`src/rtl/key_hex_counter.sv`:
```
// rtl/key_hex_counter.sv - debounced three-key 4-bit hex counter with load and wrap flag

module key_press #(
    parameter int DEB_CYCLES = 1000000
) (
    input  logic clk,
    input  logic rst_n,
    input  logic key_n,
    output logic press
);

    localparam int            CW   = $clog2(DEB_CYCLES + 1);
    localparam logic [CW-1:0] LAST = CW'(DEB_CYCLES - 1);

    logic          sync1;
    logic          sync2;
    logic          stable;
    logic          stable_d;
    logic [CW-1:0] deb_cnt;

    // Two-flop synchronizer; idle (released) level is 1
    always_ff @(posedge clk or negedge rst_n) begin
        if (!rst_n) begin
            sync1 <= 1'b1;
            sync2 <= 1'b1;
        end else begin
            sync1 <= key_n;
            sync2 <= sync1;
        end
    end

    // Accept a level change only after DEB_CYCLES consecutive differing samples
    always_ff @(posedge clk or negedge rst_n) begin
        if (!rst_n) begin
            stable  <= 1'b1;
            deb_cnt <= '0;
        end else if (sync2 == stable) begin
            deb_cnt <= '0;
        end else if (deb_cnt == LAST) begin
            stable  <= sync2;
            deb_cnt <= '0;
        end else begin
            deb_cnt <= deb_cnt + CW'(1);
        end
    end

    // One-cycle pulse on the accepted 1->0 transition only
    always_ff @(posedge clk or negedge rst_n) begin
        if (!rst_n) begin
            stable_d <= 1'b1;
            press    <= 1'b0;
        end else begin
            stable_d <= stable;
            press    <= stable_d & ~stable;
        end
    end

endmodule

module key_hex_counter #(
    parameter int         DEB_CYCLES = 1000000,
    parameter logic [3:0] INIT       = 4'h0
) (
    input  logic       clk,
    input  logic       rst_n,
    input  logic       key_up_n,
    input  logic       key_dn_n,
    input  logic       key_ld_n,
    input  logic [3:0] sw,
    output logic [3:0] cnt,
    output logic       wrap,
    output logic       evt
);

    logic up_press;
    logic dn_press;
    logic ld_press;

    key_press #(.DEB_CYCLES(DEB_CYCLES)) u_up (
        .clk   (clk),
        .rst_n (rst_n),
        .key_n (key_up_n),
        .press (up_press)
    );

    key_press #(.DEB_CYCLES(DEB_CYCLES)) u_dn (
        .clk   (clk),
        .rst_n (rst_n),
        .key_n (key_dn_n),
        .press (dn_press)
    );

    key_press #(.DEB_CYCLES(DEB_CYCLES)) u_ld (
        .clk   (clk),
        .rst_n (rst_n),
        .key_n (key_ld_n),
        .press (ld_press)
    );

    // Count update: load beats everything, up+down together cancel, flags pulse for one cycle
    always_ff @(posedge clk or negedge rst_n) begin
        if (!rst_n) begin
            cnt  <= INIT;
            wrap <= 1'b0;
            evt  <= 1'b0;
        end else begin
            wrap <= 1'b0;
            evt  <= 1'b0;
            if (ld_press) begin
                cnt <= sw;
                evt <= 1'b1;
            end else if (up_press && dn_press) begin
                cnt <= cnt;
            end else if (up_press) begin
                cnt  <= cnt + 4'h1;
                wrap <= (cnt == 4'hF);
                evt  <= 1'b1;
            end else if (dn_press) begin
                cnt  <= cnt - 4'h1;
                wrap <= (cnt == 4'h0);
                evt  <= 1'b1;
            end
        end
    end

endmodule

```
`config.mk`:
```
export PLATFORM = sky130hd
export DESIGN_NAME = key_hex_counter
export DESIGN_NICKNAME = d
export VERILOG_FILES = /design/src/rtl/key_hex_counter.sv
export SDC_FILE = /design/constraint.sdc
export NUM_CORES = 1
export LEC_CHECK = 0
export CAP_MARGIN = 10
export CORE_MARGIN = 2
export CORE_UTILIZATION = 45
export CTS_BUF_LIST = sky130_fd_sc_hd__clkbuf_4
export CTS_CLUSTER_SIZE = 10
export DETAILED_ROUTE_END_ITERATION = 6
export PLACE_DENSITY = 0.7
export SETUP_SLACK_MARGIN = 0.2
export SLEW_MARGIN = 40
export SYNTH_ARGS = -nofsm -noshare
export SYNTH_HDL_FRONTEND = slang
export SYNTH_SLANG_ARGS = --single-unit
```
`constraint.sdc`:
```
create_clock -name clk -period 2.5 [get_ports clk]
set_input_delay 0.625 -clock clk [delete_from_list [all_inputs] [get_ports clk]]
set_output_delay 0.625 -clock clk [all_outputs]
set_load 0.05 [all_outputs]
```
Word-level counts from Yosys, hierarchy flattened. Cells that the tools add are included.

Bits in registers: 81. Bits of input ports: 9. Output and inout port bits: 6. Word-level logic and storage cells: 68.

Add/sub/neg operators: 5. Eq/ne operators: 8. Multiplexer cells: 18. Bitwise operators: 9. Reductions and logical operators: 7.

Operator list (count): $mux 20 (6); $add 20x1->20 const B (3); $eq 20x20->1 const B (3); $mux 4 (4); $mux 1 (8); $reduce_and 2->1 (4); $not 1->1 (6); $add 4x1->4 const B (1); $eq 4x4->1 const B (1); $logic_not 4->1 (1); $sub 4x1->4 const B (1); $and 1x1->1 (3); $eq 1x1->1 (3); $reduce_bool 3->1 (1); $ne 2x1->1 const B (1); $logic_and 1x1->1 (1).

Logic depth before layout (Yosys ltp).
Depth after elaboration: 5. Mapped depth: 7. Mapped depth without buffers: 6.

Modules after synthesis. Synthesis repeated with hierarchy kept, for this count alone.

Cells, all modules: 378. Area total of the unflattened synthesis: 3952.5 µm².

By module, submodules not included: key_press (times used 3, cells an instance 111, area an instance 1176.1 µm²); key_hex_counter (times used 1, cells an instance 45, area an instance 424.2 µm²).

Worst setup path before layout. Ideal clock, no wire load.

Kind: register to register. From: register u_ld.deb_cnt[0]. To: register u_ld.deb_cnt[7]. Setup time: 119 ps. Data arrival time: 1827 ps. Data required time: 2381 ps. Path slack: 554 ps. Stages on the path, launching flop included: 8. Period minus slack after synthesis: 1946 ps. Path through: dfrtp_1 > ha_1 > and4_2 > buf_2 > nand2_2 > o41ai_4 > buf_4 > nor2_1.

Word-level cells in the longest chain between the ends: 3. Elaborated cells between the ends (all ways): 4. Classes of those cells: add/sub (1); eq/ne (1); mux (2).

RTL lines: start, declared (line 19) `logic [CW-1:0] deb_cnt;`; start signal, assigned (line 43) `deb_cnt <= deb_cnt + CW'(1);`; $add 20x1->20 or $eq 20x20->1 (tied branches) (line 43, 39); $mux 20 (*) (line 39) `end else if (deb_cnt == LAST) begin`; $mux 20 (*) (line 37) `end else if (sync2 == stable) begin`.

Every way passes the cells marked *; elsewhere a longest branch is shown, timed or not. A chain may end at the register's enable or synchronous reset.

Worst setup path in the final report.
From: register evt. To: output evt.

RTL lines: start, declared (line 72) `output logic evt`; start signal, assigned (line 105) `evt <= 1'b0;`; start signal, assigned (line 108) `evt <= 1'b0;`; start signal, assigned (line 111) `evt <= 1'b1;`.

No word-level cell between the ends.

==> results.md <==
- Outcome: finished, final reports clean
- Combinational share of power: ~4.0%
- CTS Buf Count: 9
- Syn avg cell area: 10.2 sq um
- RSZ-0062 raised after global routing: no
- Slew HR: 62.3%
- Req. time, crit path: between 1.5 and 2 ns
- Reg2Reg Capture Point: u_ld.deb_cnt[7]
- Crit-path slowest cell: clkdlybuf4s50_1
- DR pass1 iterations: 5
- FF-to-FF path depth: 6
- Register area share after synthesis: about 52%
- Highest ir drop seen on vdd: around 0.27 mV
- Routed len/inst: 13.8 um
- Clock sink total: 81
- Vias per inst: 5.55
- Initial antenna violation count: 0
- Max-Cap Viols: 0
- Clock latency on the worst-skew pair: around 0.44 ns
- Count of different cell masters after synthesis: 45
- Gp weighted congestion: around 0.85
- Fmax: roughly 460 MHz
- WL met3: 244 um
- Fillcell total: just under 800
- Most frequent cell after synthesis: dfrtp_1
- Clock power share: 34.2%
- Area Growth Syn to Fin: 9.81%
- Placed Cells: between 400 and 500
- Total GRT Usage: between 10% and 20%
- Flop2flop setup slack: between 0.3 and 0.4 ns
- CP Class: flip-flop to output pin
- Fin cells: between 500 and 600
- Startpoint types: flip-flop
- Tightest Pin Transition: 0.560 ns
- Number of global-route vias before repair: 2847
- HP Class: input pin to asynchronous set/reset pin
- Layout cell share with drive strength beyond 1: roughly 11%
- Die X: 97.6 um
- CP max FO: 1
- Reg area: around 0.002 sq mm
- WL met2: 3.51 mm
- Clk pin slew, worst setup/hold paths: roughly 0.13 ns
- Top post-synthesis cells by count: 69 x dfrtp_1, 43 x nor2_1, 26 x xor2_1
- Root buffer cell: clkbuf_4
- Switching share of power: between 20% and 30%
- Minimum clock period: between 2 and 2.5 ns
- Post-Synthesis Cells: a little under 400
- Slew Limit Fails: 0
- CP Capture Type: output pin
- Crit share post-route: 87.4%
- Top layer in use: met4
- IO Port Bufs: 14
- Critical-path cell list: clkdlybuf4s50_1
- Largest net degree at the start of global routing: just over 60
- Final Hold Fails: 0
- Setup Skew: approximately 0.022 ns
- LEAKAGE: between 1.5 and 2 nW
- Tot Pwr: roughly 2.2 mW
- Post-synth top area cell: dfrtp_1
- Initial core utilization: about 46%
- Number of synthesized flops with an enable pin: 0
- Area of the multi-input gates: about 0.0018 sq mm
- Die area: ~0.0095 sq mm
- Die Y: 97.6 um
- Htree depth: 3
- DRC: 0
- Final #Nets: ~420
- Reg power frac: 61.9%
- Core area: between 0.008 and 0.009 sq mm
- Clock Tree Buf Depth: 2
- Switching pwr: 0.495 mW
- Drt total wl: ~7 mm
- Post-synth ARST share: 100%
- IO Count: 15
- P_int: around 1.7 mW
- Placed wire-length estimate: around 5 mm
- First-pass GRT wire length: 12.7 mm
- Number of routed nets with antenna violations: 0
- Antenna Cells: 0
- GRT overflow: 0
- Cell family with the largest share of critical-path delay: buffers and inverters
- CP bufs+invs: 1
- Total vias in the final route: 2854
- Hold buffers post-CTS: 0
- Syn nets: ~400
- 1st-iter DRT viols: 150
- Yosys reg bits: a little over 80
- Total number of yosys warnings: 0
- CP max stage delay: between 0.7 and 0.8 ns
- Critical Path AT: 1.56 ns
- CTS tree: built
- Synthesized area: between 0.003 and 0.004 sq mm
- Yosys top cell area share: between 40% and 50%
- Largest cells by area after synthesis: dfrtp_1 44%, dfstp_2 8.0%, xor2_1 5.8%
- Final setup fails: 0
- Setup TNS: 0 ns
- Reg-to-Reg Start: u_ld.deb_cnt[0]
- Post-Route M1 WL: between 3 and 4 mm
- Most used DFF post-synth: dfrtp_1
- Row count: 34
- Cell Pwr Density: roughly 500 mW/mm^2
## layout by cell type (no fill, tap or decap), types with 8 or more instances in the layout
cell type / instances
xor2_1: 26
o21ai_0: 16
inv_1: 11
or3_1: 10
clkdlybuf4s50_1: 9
clkbuf_4: 11
and3_1: 8
a21oi_1: 21
nand2_1: 20
nor2_1: 43
xnor2_1: 13
dfstp_2: 12
dfrtp_1: 69
nand4_1: 16
or4_1: 9
nand3_1: 24
## worst max-delay path by stage
| stage | startpoint | end | slack [ns] | cells past startpoint |
|---|---|---|---|---|
| 6_report | evt | evt | 0.32 | 1 |
| 5_1_grt | u_ld.deb_cnt[0] | u_ld.deb_cnt[6] | 0.23 | 6 |
| 4_1_cts | evt | evt | 0.27 | 1 |
| 3_5_place_dp | u_ld.deb_cnt[0] | u_ld.deb_cnt[5] | 0.38 | 6 |
| 3_3_place_gp | u_ld.deb_cnt[0] | u_ld.deb_cnt[8] | 0.45 | 6 |
| 2_1_floorplan | u_ld.deb_cnt[0] | u_ld.deb_cnt[7] | 0.55 | 7 |
## area by class of cell
class | count | area share, %
inverter | 11 | 0.954
timing repair buffer | 19 | 4.22
clock inverter | 5 | 1.10
multi-input combinational | 279 | 41.5
sequential | 81 | 47.2
tap | 108 | 3.12
clock buffer | 11 | 1.91
## per-stage QoR
step | instance area, sq um | hold slack [ns] | setup slack [ns] | utilization, %
6_report | 4330 | 0.0562 | 0.316 | 50.4
5_1_grt | 4330 | 0.0431 | 0.234 | 50.4
4_1_cts | 4330 | 0.0344 | 0.271 | 50.4
3_5_place_dp | 4200 | 0.347 | 0.383 | 48.9
3_3_place_gp | 4200 | 0.346 | 0.455 | 48.9
2_1_floorplan | 3940 | 0.329 | 0.554 | -
## state kept, by name (all words and copies together), names as in the netlist, 4 cells and up
name,flops
cnt,4
u_dn.deb_cnt,20
u_ld.deb_cnt,20
u_up.deb_cnt,20
## power groups by stage
stage               Sequential, mW  Clock (mW)  Combinational (mW)
finish                        1.35       0.744              0.0863
global route                  1.35       0.833              0.0999
CTS                           1.35       0.776              0.0895
detailed placement            1.37           0              0.0892
global placement              1.37           0              0.0876
floorplan                     1.37           0              0.0358
## cells by family after synthesis
group                      count (synthesis)  synth area share (%)
AOI/OAI and AO/OA                         53                  8.44
muxes                                      4                  1.11
adders and majority gates                  8                  2.73
and+or+nand+nor                          175                  24.5
DFF                                       81                  51.8
xor gates and xnor gates                  39                  8.67
buffers and inverters                     25                  2.73
## layer usage
metal	vias to the layer above	GRT usage, %
li1	1408	-
met1	1379	20.3
met2	55	26.8
met3	12	4.60
met4	0	5.98
met5	-	0
## what timing repair did
item | CTS | global route
setup endpoints to repair | 4 | 0
setup buffers | 0 | 0
endpoints found under the hold margin | 0 | 0
resized for setup | 4 | 0
Note: power is estimated with default switching activity, not from simulation.
